## src/rtl/hazard_stall_unit_pkg.sv

```systemverilog
// -----------------------------------------------------------------------------
// pipeline_pkg
// Definitions shared by the hazard stall unit and the forwarding logic, so
// both sides apply exactly the same register-match rule.
//   ADDRESS_SIZE  default register index width
//   ZERO_ADDRESS  the hard-wired zero register (never a real producer)
//   stall_state_e stall controller state encoding (RUN=0, STALL=1)
//   reg_hit()     producer/consumer register match
// -----------------------------------------------------------------------------
package pipeline_pkg;

    localparam int ADDRESS_SIZE = 5;

    localparam logic [ADDRESS_SIZE-1:0] ZERO_ADDRESS = {ADDRESS_SIZE{1'b0}};

    typedef enum logic {
        RUN   = 1'b0,
        STALL = 1'b1
    } stall_state_e;

    // A write to x0 is discarded by the register file, so it never creates a hazard.
    function automatic logic reg_hit(input logic [ADDRESS_SIZE-1:0] rd,
                                     input logic [ADDRESS_SIZE-1:0] rs);
        return (rd == rs) && (rd != ZERO_ADDRESS);
    endfunction

endpackage

```

## src/rtl/hazard_stall_unit_if.sv

```systemverilog
// -----------------------------------------------------------------------------
// hazard_stall_unit_if
// Bundles the pipeline-side hazard inputs and the stall/flush controls.
//   master : pipeline side, drives ID/EX/MEM status, receives controls
//   slave  : hazard stall unit side
// -----------------------------------------------------------------------------
interface hazard_stall_unit_if #(
    parameter int AddressSize = 5,
    parameter int CntWidth    = 32
);
    // ID stage
    logic [AddressSize-1:0] IDRs1;
    logic [AddressSize-1:0] IDRs2;
    logic                   idUsesRs1;
    logic                   idUsesRs2;
    logic                   idIsBranch;
    logic                   branchTaken;
    // EX stage
    logic [AddressSize-1:0] EXRegisterRd;
    logic                   regWriteEX;
    logic                   memReadEX;
    // MEM stage
    logic [AddressSize-1:0] MemRegisterRd;
    logic                   memReadMem;
    // Controls back to the pipeline
    logic                   pcWrite;
    logic                   ifidWrite;
    logic                   ifidFlush;
    logic                   idexBubble;
    logic                   stallActive;
    logic [CntWidth-1:0]    stallCycles;

    modport master (
        output IDRs1, IDRs2, idUsesRs1, idUsesRs2, idIsBranch, branchTaken,
        output EXRegisterRd, regWriteEX, memReadEX, MemRegisterRd, memReadMem,
        input  pcWrite, ifidWrite, ifidFlush, idexBubble, stallActive, stallCycles
    );

    modport slave (
        input  IDRs1, IDRs2, idUsesRs1, idUsesRs2, idIsBranch, branchTaken,
        input  EXRegisterRd, regWriteEX, memReadEX, MemRegisterRd, memReadMem,
        output pcWrite, ifidWrite, ifidFlush, idexBubble, stallActive, stallCycles
    );

endinterface

```

## src/rtl/hazard_stall_unit_perf_counter.sv

```systemverilog
// -----------------------------------------------------------------------------
// stall_perf_counter
// Saturating event counter for stall cycles.
//   clk      in  pipeline clock
//   i_clr_n  in  synchronous active-low clear
//   i_inc    in  count one event at this edge
//   o_count  out current count, holds at all-ones once saturated
// -----------------------------------------------------------------------------
module stall_perf_counter #(
    parameter int CntWidth = 32
) (
    input  logic                clk,
    input  logic                i_clr_n,
    input  logic                i_inc,
    output logic [CntWidth-1:0] o_count
);

    logic [CntWidth-1:0] r_count;

    // Count register: clear, saturating increment, or hold.
    always_ff @(posedge clk) begin
        if (!i_clr_n) begin
            r_count <= {CntWidth{1'b0}};
        end else if (i_inc && (r_count != {CntWidth{1'b1}})) begin
            r_count <= r_count + CntWidth'(1);
        end else begin
            r_count <= r_count;
        end
    end

    assign o_count = r_count;

endmodule

```

## src/rtl/hazard_stall_unit.sv

```systemverilog
// -----------------------------------------------------------------------------
// hazard_stall_unit
// Stall/flush controller for the 5-stage pipeline. Covers the hazards the
// bypass network cannot: load-use into EX, and any producer feeding a branch
// compared in ID (the ID comparator only sees the MEM ALU result).
//   clk     in  pipeline clock
//   arst_n  in  synchronous active-low reset (sampled on rising clk)
//   bus     slave side of hazard_stall_unit_if:
//           ID/EX/MEM hazard status in; pcWrite, ifidWrite, ifidFlush,
//           idexBubble, stallActive, stallCycles out
// Stall decisions are combinational so the first bubble lands in the same
// cycle the hazard is seen; only the remaining length is carried in r_cnt.
// -----------------------------------------------------------------------------
module hazard_stall_unit
    import pipeline_pkg::*;
#(
    parameter int AddressSize = ADDRESS_SIZE,
    parameter int CntWidth    = 32,
    parameter int MaxStall    = 2
) (
    input  logic              clk,
    input  logic              arst_n,
    hazard_stall_unit_if.slave bus
);

    localparam int StallW = $clog2(MaxStall + 1);

    stall_state_e        r_state;
    stall_state_e        w_next_state;
    logic [StallW-1:0]   r_cnt;
    logic [StallW-1:0]   w_cnt_next;
    logic [StallW-1:0]   w_stall_len;

    logic w_hit_ex;
    logic w_hit_mem;
    logic w_pc_write;
    logic w_ifid_write;
    logic w_ifid_flush;
    logic w_idex_bubble;
    logic w_stall_active;

    // Hazard decode: required stall length for the instruction now in ID.
    always_comb begin
        w_hit_ex  = (bus.idUsesRs1 && reg_hit(bus.EXRegisterRd,  bus.IDRs1)) ||
                    (bus.idUsesRs2 && reg_hit(bus.EXRegisterRd,  bus.IDRs2));
        w_hit_mem = (bus.idUsesRs1 && reg_hit(bus.MemRegisterRd, bus.IDRs1)) ||
                    (bus.idUsesRs2 && reg_hit(bus.MemRegisterRd, bus.IDRs2));
        w_stall_len = StallW'(0);
        if (bus.idIsBranch) begin
            // A load in EX outranks every other branch rule, so check it first.
            if (bus.regWriteEX && bus.memReadEX && w_hit_ex) begin
                w_stall_len = StallW'(2);
            end else if (bus.regWriteEX && w_hit_ex) begin
                w_stall_len = StallW'(1);
            end else if (bus.memReadMem && w_hit_mem) begin
                w_stall_len = StallW'(1);
            end else begin
                w_stall_len = StallW'(0);
            end
        end else begin
            // Non-branch consumers get everything else from the bypass network.
            if (bus.memReadEX && w_hit_ex) begin
                w_stall_len = StallW'(1);
            end else begin
                w_stall_len = StallW'(0);
            end
        end
    end

    // FSM next state, remaining-length counter and pipeline controls.
    always_comb begin
        w_next_state   = r_state;
        w_cnt_next     = r_cnt;
        w_pc_write     = 1'b1;
        w_ifid_write   = 1'b1;
        w_ifid_flush   = 1'b0;
        w_idex_bubble  = 1'b0;
        w_stall_active = 1'b0;
        if (arst_n) begin
            case (r_state)
                RUN: begin
                    if (w_stall_len != StallW'(0)) begin
                        w_pc_write    = 1'b0;
                        w_ifid_write  = 1'b0;
                        w_idex_bubble = 1'b1;
                        w_cnt_next    = w_stall_len - StallW'(1);
                        if (w_stall_len > StallW'(1)) begin
                            w_next_state = STALL;
                        end else begin
                            w_next_state = RUN;
                        end
                    end else begin
                        // Only a branch with all operands ready may redirect fetch.
                        w_ifid_flush = bus.idIsBranch && bus.branchTaken;
                        w_cnt_next   = StallW'(0);
                        w_next_state = RUN;
                    end
                end
                STALL: begin
                    w_pc_write     = 1'b0;
                    w_ifid_write   = 1'b0;
                    w_idex_bubble  = 1'b1;
                    w_stall_active = 1'b1;
                    if (r_cnt != StallW'(0)) begin
                        w_cnt_next = r_cnt - StallW'(1);
                    end else begin
                        w_cnt_next = StallW'(0);
                    end
                    // Leave once the count reaches zero at this edge.
                    if (r_cnt <= StallW'(1)) begin
                        w_next_state = RUN;
                    end else begin
                        w_next_state = STALL;
                    end
                end
                default: begin
                    w_next_state = RUN;
                    w_cnt_next   = StallW'(0);
                end
            endcase
        end else begin
            // Reset cycle: let the pipeline run and drop any stall in progress.
            w_next_state = RUN;
            w_cnt_next   = StallW'(0);
        end
    end

    // State and remaining-length registers.
    always_ff @(posedge clk) begin
        if (!arst_n) begin
            r_state <= RUN;
            r_cnt   <= StallW'(0);
        end else begin
            r_state <= w_next_state;
            r_cnt   <= w_cnt_next;
        end
    end

    stall_perf_counter #(
        .CntWidth (CntWidth)
    ) u_perf (
        .clk     (clk),
        .i_clr_n (arst_n),
        .i_inc   (w_idex_bubble),
        .o_count (bus.stallCycles)
    );

    assign bus.pcWrite     = w_pc_write;
    assign bus.ifidWrite   = w_ifid_write;
    assign bus.ifidFlush   = w_ifid_flush;
    assign bus.idexBubble  = w_idex_bubble;
    assign bus.stallActive = w_stall_active;

endmodule

```

## src/flat_wrapper.sv

```systemverilog
// flat-port wrapper written by rule: the top's interface ports become plain ports
module hazard_stall_unit_flat import pipeline_pkg::*;
#(
    parameter int AddressSize = ADDRESS_SIZE,
    parameter int CntWidth    = 32,
    parameter int MaxStall    = 2
)
  (clk, arst_n, bus_IDRs1, bus_IDRs2, bus_idUsesRs1, bus_idUsesRs2, bus_idIsBranch, bus_branchTaken, bus_EXRegisterRd, bus_regWriteEX, bus_memReadEX, bus_MemRegisterRd, bus_memReadMem, bus_pcWrite, bus_ifidWrite, bus_ifidFlush, bus_idexBubble, bus_stallActive, bus_stallCycles);
  hazard_stall_unit_if #(.AddressSize(AddressSize), .CntWidth(CntWidth)) bus_i ();
  input  logic clk;
  input  logic arst_n;
  input wire logic [$bits(bus_i.IDRs1)-1:0] bus_IDRs1;
  input wire logic [$bits(bus_i.IDRs2)-1:0] bus_IDRs2;
  input wire logic [$bits(bus_i.idUsesRs1)-1:0] bus_idUsesRs1;
  input wire logic [$bits(bus_i.idUsesRs2)-1:0] bus_idUsesRs2;
  input wire logic [$bits(bus_i.idIsBranch)-1:0] bus_idIsBranch;
  input wire logic [$bits(bus_i.branchTaken)-1:0] bus_branchTaken;
  input wire logic [$bits(bus_i.EXRegisterRd)-1:0] bus_EXRegisterRd;
  input wire logic [$bits(bus_i.regWriteEX)-1:0] bus_regWriteEX;
  input wire logic [$bits(bus_i.memReadEX)-1:0] bus_memReadEX;
  input wire logic [$bits(bus_i.MemRegisterRd)-1:0] bus_MemRegisterRd;
  input wire logic [$bits(bus_i.memReadMem)-1:0] bus_memReadMem;
  output wire logic [$bits(bus_i.pcWrite)-1:0] bus_pcWrite;
  output wire logic [$bits(bus_i.ifidWrite)-1:0] bus_ifidWrite;
  output wire logic [$bits(bus_i.ifidFlush)-1:0] bus_ifidFlush;
  output wire logic [$bits(bus_i.idexBubble)-1:0] bus_idexBubble;
  output wire logic [$bits(bus_i.stallActive)-1:0] bus_stallActive;
  output wire logic [$bits(bus_i.stallCycles)-1:0] bus_stallCycles;
  assign bus_i.IDRs1 = bus_IDRs1;
  assign bus_i.IDRs2 = bus_IDRs2;
  assign bus_i.idUsesRs1 = bus_idUsesRs1;
  assign bus_i.idUsesRs2 = bus_idUsesRs2;
  assign bus_i.idIsBranch = bus_idIsBranch;
  assign bus_i.branchTaken = bus_branchTaken;
  assign bus_i.EXRegisterRd = bus_EXRegisterRd;
  assign bus_i.regWriteEX = bus_regWriteEX;
  assign bus_i.memReadEX = bus_memReadEX;
  assign bus_i.MemRegisterRd = bus_MemRegisterRd;
  assign bus_i.memReadMem = bus_memReadMem;
  assign bus_pcWrite = bus_i.pcWrite;
  assign bus_ifidWrite = bus_i.ifidWrite;
  assign bus_ifidFlush = bus_i.ifidFlush;
  assign bus_idexBubble = bus_i.idexBubble;
  assign bus_stallActive = bus_i.stallActive;
  assign bus_stallCycles = bus_i.stallCycles;
  hazard_stall_unit #(.AddressSize(AddressSize), .CntWidth(CntWidth), .MaxStall(MaxStall)) u_core (.clk(clk), .arst_n(arst_n), .bus(bus_i));
endmodule
```

## config.mk

```make
export PLATFORM = sky130hd
export DESIGN_NAME = hazard_stall_unit_flat
export DESIGN_NICKNAME = d
export VERILOG_FILES = /design/src/rtl/hazard_stall_unit_pkg.sv /design/src/rtl/hazard_stall_unit_if.sv /design/src/rtl/hazard_stall_unit_perf_counter.sv /design/src/rtl/hazard_stall_unit.sv /design/src/flat_wrapper.sv
export SDC_FILE = /design/constraint.sdc
export NUM_CORES = 1
export LEC_CHECK = 0
export CORE_ASPECT_RATIO = 1.5
export CORE_MARGIN = 8
export CORE_UTILIZATION = 35
export DETAILED_ROUTE_END_ITERATION = 10
export GPL_TIMING_DRIVEN = 0
export PLACE_DENSITY = 0.67
export RECOVER_POWER = 100
export SKIP_CTS_REPAIR_TIMING = 1
export SLEW_MARGIN = 5
export SYNTH_ARGS = -nofsm -noshare
export SYNTH_HDL_FRONTEND = slang
export SYNTH_SLANG_ARGS = --single-unit
```

## constraint.sdc

```tcl
create_clock -name clk -period 5.5 [get_ports clk]
set_input_delay 1.1 -clock clk [delete_from_list [all_inputs] [get_ports clk]]
set_output_delay 1.1 -clock clk [all_outputs]
set_load 0.1 [all_outputs]
```

==> results.sh <==
export IMPL_total_die_area_sq_mm=0.00883
export IMPL_drt_first_iter_violations=188
export IMPL_timing_critical_path_max_delay_family="buffers and inverters"
export IMPL_critical_path_top_delay_cell="sky130_fd_sc_hd__clkbuf_1"
export IMPL_ir_worst_vdd_mv=0.0855
export IMPL_initial_util_pct=36.3
export IMPL_fin_skew_ns=0.00398
export IMPL_place_detailed_instances=398
export IMPL_grt_setup_unrepaired="no"
export IMPL_total_power_divided_by_cell_area_mw_per_mm2=181
export IMPL_synthFlopType="sky130_fd_sc_hd__dfxtp_1"
export IMPL_worst_path_stages=8
export IMPL_synthMostInstantiatedCell="sky130_fd_sc_hd__dfxtp_1"
export IMPL_worst_r2r_endpoint="u_core.u_perf.o_count[28]$_SDFFE_PN0P_"
export IMPL_critPathLaunchType="primary input"
export IMPL_critical_path_cell_chain="clkdlybuf4s50_1 > or4_1 > o21ai_1 > o21a_1 > buf_6 > clkbuf_1 > nand2b_1 > clkbuf_1"
export IMPL_synth_cells_most_frequent="sky130_fd_sc_hd__dfxtp_1, sky130_fd_sc_hd__a21oi_1, sky130_fd_sc_hd__nand2_1"
export IMPL_max_cap_violations=0
export IMPL_post_place_ws_ns=-0.175
export IMPL_cts_max_level=2
export IMPL_pwr_share_seq_pct=47.8
export IMPL_setup_tns_ns=0
export IMPL_post_synth_cell_area_avg_sq_um=8.10
export IMPL_final_period_minus_worst_setup_slack_ns=5.29
export IMPL_syn_nets=291
export IMPL_post_route_period_util_pct=96.2
export IMPL_cts_made_buffers=5
export IMPL_worst_path_largest_cell_delay_ns=0.88
export IMPL_reg2regPathDepth=10
export IMPL_synth_top_area_cell="sky130_fd_sc_hd__dfxtp_1"
export IMPL_final_hold_fails=0
export IMPL_switching_share_pct=24.6
export IMPL_power_net_switching_mw=0.130
export IMPL_detail_route_drc_violations=0
export IMPL_first_pass_iters=5
export IMPL_p_clk_share_pct=39.5
export IMPL_finalWeightedCongestion=0.839
export IMPL_endpoint_kind="output pin"
export IMPL_postLayoutCoreUtil_pct=50.3
export IMPL_first_global_vias=2344
export IMPL_critPathLaunch="bus_EXRegisterRd[1]"
export IMPL_synth_enable_flop_cells=0
export IMPL_nNetsFinal=363
export IMPL_yosys_register_bits=35
export IMPL_cts_tree="done"
export IMPL_yosysSeqAreaShare_pct=33.2
export IMPL_place_detailed_hpwl_mm=5.21
export IMPL_worst_skew_pair_late_latency_ns=0.29
export IMPL_post_synth_main_area_contributors="sky130_fd_sc_hd__dfxtp_1, sky130_fd_sc_hd__xnor2_1, sky130_fd_sc_hd__or4_1"
export IMPL_antennaDiodeCount=0
export IMPL_async_reset_ff_share_pct=0
export IMPL_path_max_fanout=10
export IMPL_critical_path_required_ns=4.40
export IMPL_yosys_warnings=0
export IMPL_max_freq_mhz=189
export IMPL_worst_slew_margin_rel_pct=22.0
export IMPL_outcome="finished clean"
export IMPL_clock_sinks=35
export IMPL_tightest_slew_ns=1.17
export IMPL_crit_buf_inv=4
export IMPL_p_leak_nw=1.01
export IMPL_cts_path_max_buffers=2
export IMPL_worst_flop_to_flop_path_startpoint="u_core.u_perf.o_count[0]$_SDFFE_PN0P_"
export IMPL_total_via_count_after_detailed_routing=2310
export IMPL_setup_violations_final=0
export IMPL_io_buffers=65
export IMPL_num_rows=34
export IMPL_num_io_pins=66
export IMPL_finalWirelength_mm=6.87
export IMPL_grt_first_pass_wirelength_mm=11.2
export IMPL_setup_worst_path_class="primary input to output pin"
export IMPL_ff2ff_setup_slack_ns=3.15
export IMPL_maxSlewViolCount=0
export IMPL_via_per_inst=5.69
export IMPL_crit_arrival_ns=4.19
export IMPL_grt_start_max_net_pins=11
export IMPL_post_synth_top_area_fraction_pct=33.2
export IMPL_power_combinational_fraction_pct=12.7
export IMPL_routedWlPerCell_um=16.9
export IMPL_post_synth_inst_count=261
export IMPL_antenna_found_initial=0
export IMPL_p_int_mw=0.401
export IMPL_synthesized_area_sq_mm=0.00211
export IMPL_die_h_um=111
export IMPL_post_route_cells_drive_above_1_share_pct=6.29
export IMPL_yosysUniqueCellTypes=38
export IMPL_final_antenna_net_count=0
export IMPL_die_x_um=79.4
export IMPL_syn_to_final_growth_pct=38.8
export IMPL_endpoint_of_the_most_critical_setup_path="bus_ifidWrite"
export IMPL_post_route_worst_setup_slack_ns=0.209
export IMPL_grt_overflow_total=0
export IMPL_groute_usage_overall_pct=15.7
export IMPL_critical_path_top_cell_by_count="sky130_fd_sc_hd__clkbuf_1"
export IMPL_worst_hold_path_type="register to register"
export IMPL_core_area_sq_mm=0.00583
export IMPL_clock_tree_root_cell="sky130_fd_sc_hd__clkbuf_8"
export IMPL_fin_cells=406
export IMPL_cts_reportedPaths_clkPinSlew_ns=0.07
==> cell type report <==
| type | instances | area, sq um |
|---|---|---|
| plain buffers | 18 | 103 |
| inverters | 3 | 11.3 |
| well taps | 72 | 90.1 |
| multi-input cells | 205 | 1290 |
| clock buffers | 8 | 100 |
| flip-flops and latches | 35 | 701 |
| repair buffers | 65 | 634 |
| fillers | 573 | 2890 |
==> flip-flops by register name (all words and copies together) (netlist names) <==
name,flops
u_core.r_cnt,2
u_core.r_state,1
u_core.u_perf.o_count,32
==> worst register-to-register path: cells and delay by family, from the launching register on <==
family | cells | cell delay [ns]
and+or+nand+nor | 6 | 1.17
DFF | 1 | 0.45
buffers and inverters | 2 | 0.30
adders and majority gates | 1 | 0.21
AOI/OAI and AO/OA | 1 | 0.15
==> layer usage <==
| layer | part of all wire [%] | vias to the layer above | GRT usage, % | wire length (um) |
|---|---|---|---|---|
| li1 | - | 1129 | - | - |
| met1 | 38 | 1095 | 15.9 | 2610 |
| met2 | 54 | 78 | 28.4 | 3690 |
| met3 | 6.7 | 8 | 3.90 | 457 |
| met4 | 1.7 | 0 | 7.45 | 114 |
| met5 | 0 | - | 0 | 0 |
==> cell usage in the layout, fill, tap and decap left out, types with 19 or more instances in the layout <==
cell type / Yosys / layout
sky130_fd_sc_hd__a21oi_1: 29 / 29
sky130_fd_sc_hd__clkdlybuf4s50_1: 0 / 27
sky130_fd_sc_hd__dfxtp_1: 35 / 35
sky130_fd_sc_hd__dlygate4sd3_1: 0 / 34
sky130_fd_sc_hd__nand2_1: 28 / 28
sky130_fd_sc_hd__o31ai_1: 19 / 19
sky130_fd_sc_hd__or4_1: 20 / 20
sky130_fd_sc_hd__xnor2_1: 20 / 20
==> metrics by stage <==
step | area, sq um | hold WS (ns) | power, mW
2_1_floorplan | 2110 | 0.406 | 0.293
3_3_place_gp | 2850 | 0.415 | 0.328
3_5_place_dp | 2850 | 0.421 | 0.329
4_1_cts | 2950 | 0.431 | 0.537
5_1_grt | 2930 | 0.471 | 0.550
6_report | 2930 | 0.431 | 0.531
==> cells by family after synthesis <==
| family | synth area share, % |
|---|---|
| fa+ha+maj | 0.592 |
| buf+inv | 5.56 |
| flops | 33.2 |
| mux | 0.947 |
| simple gates | 31.8 |
| compound gates | 19.7 |
| xor+xnor | 8.29 |
==> power by group through the flow <==
| stage | combinational (mW) | clock, mW | sequential [mW] |
|---|---|---|---|
| floorplan | 0.0315 | 0 | 0.262 |
| global placement | 0.0684 | 0 | 0.260 |
| detailed placement | 0.0689 | 0 | 0.260 |
| CTS | 0.0690 | 0.214 | 0.254 |
| global route | 0.0725 | 0.224 | 0.254 |
| finish | 0.0675 | 0.210 | 0.254 |
==> how the worst min path moves through the flow <==
stage                               start                          to  slack (ns)  cells after the start
5_1_grt        u_core.r_cnt[0]$_SDFF_PN0_  u_core.r_cnt[1]$_SDFF_PN0_        0.47                      2
6_report       u_core.r_cnt[0]$_SDFF_PN0_  u_core.r_cnt[1]$_SDFF_PN0_        0.43                      2
4_1_cts        u_core.r_cnt[0]$_SDFF_PN0_  u_core.r_cnt[1]$_SDFF_PN0_        0.43                      2
3_5_place_dp   u_core.r_cnt[0]$_SDFF_PN0_  u_core.r_cnt[1]$_SDFF_PN0_        0.42                      2
3_3_place_gp   u_core.r_cnt[0]$_SDFF_PN0_  u_core.r_cnt[1]$_SDFF_PN0_        0.42                      2
2_1_floorplan  u_core.r_cnt[0]$_SDFF_PN0_  u_core.r_cnt[1]$_SDFF_PN0_        0.41                      2
Note: power is estimated with default switching activity, not from simulation.
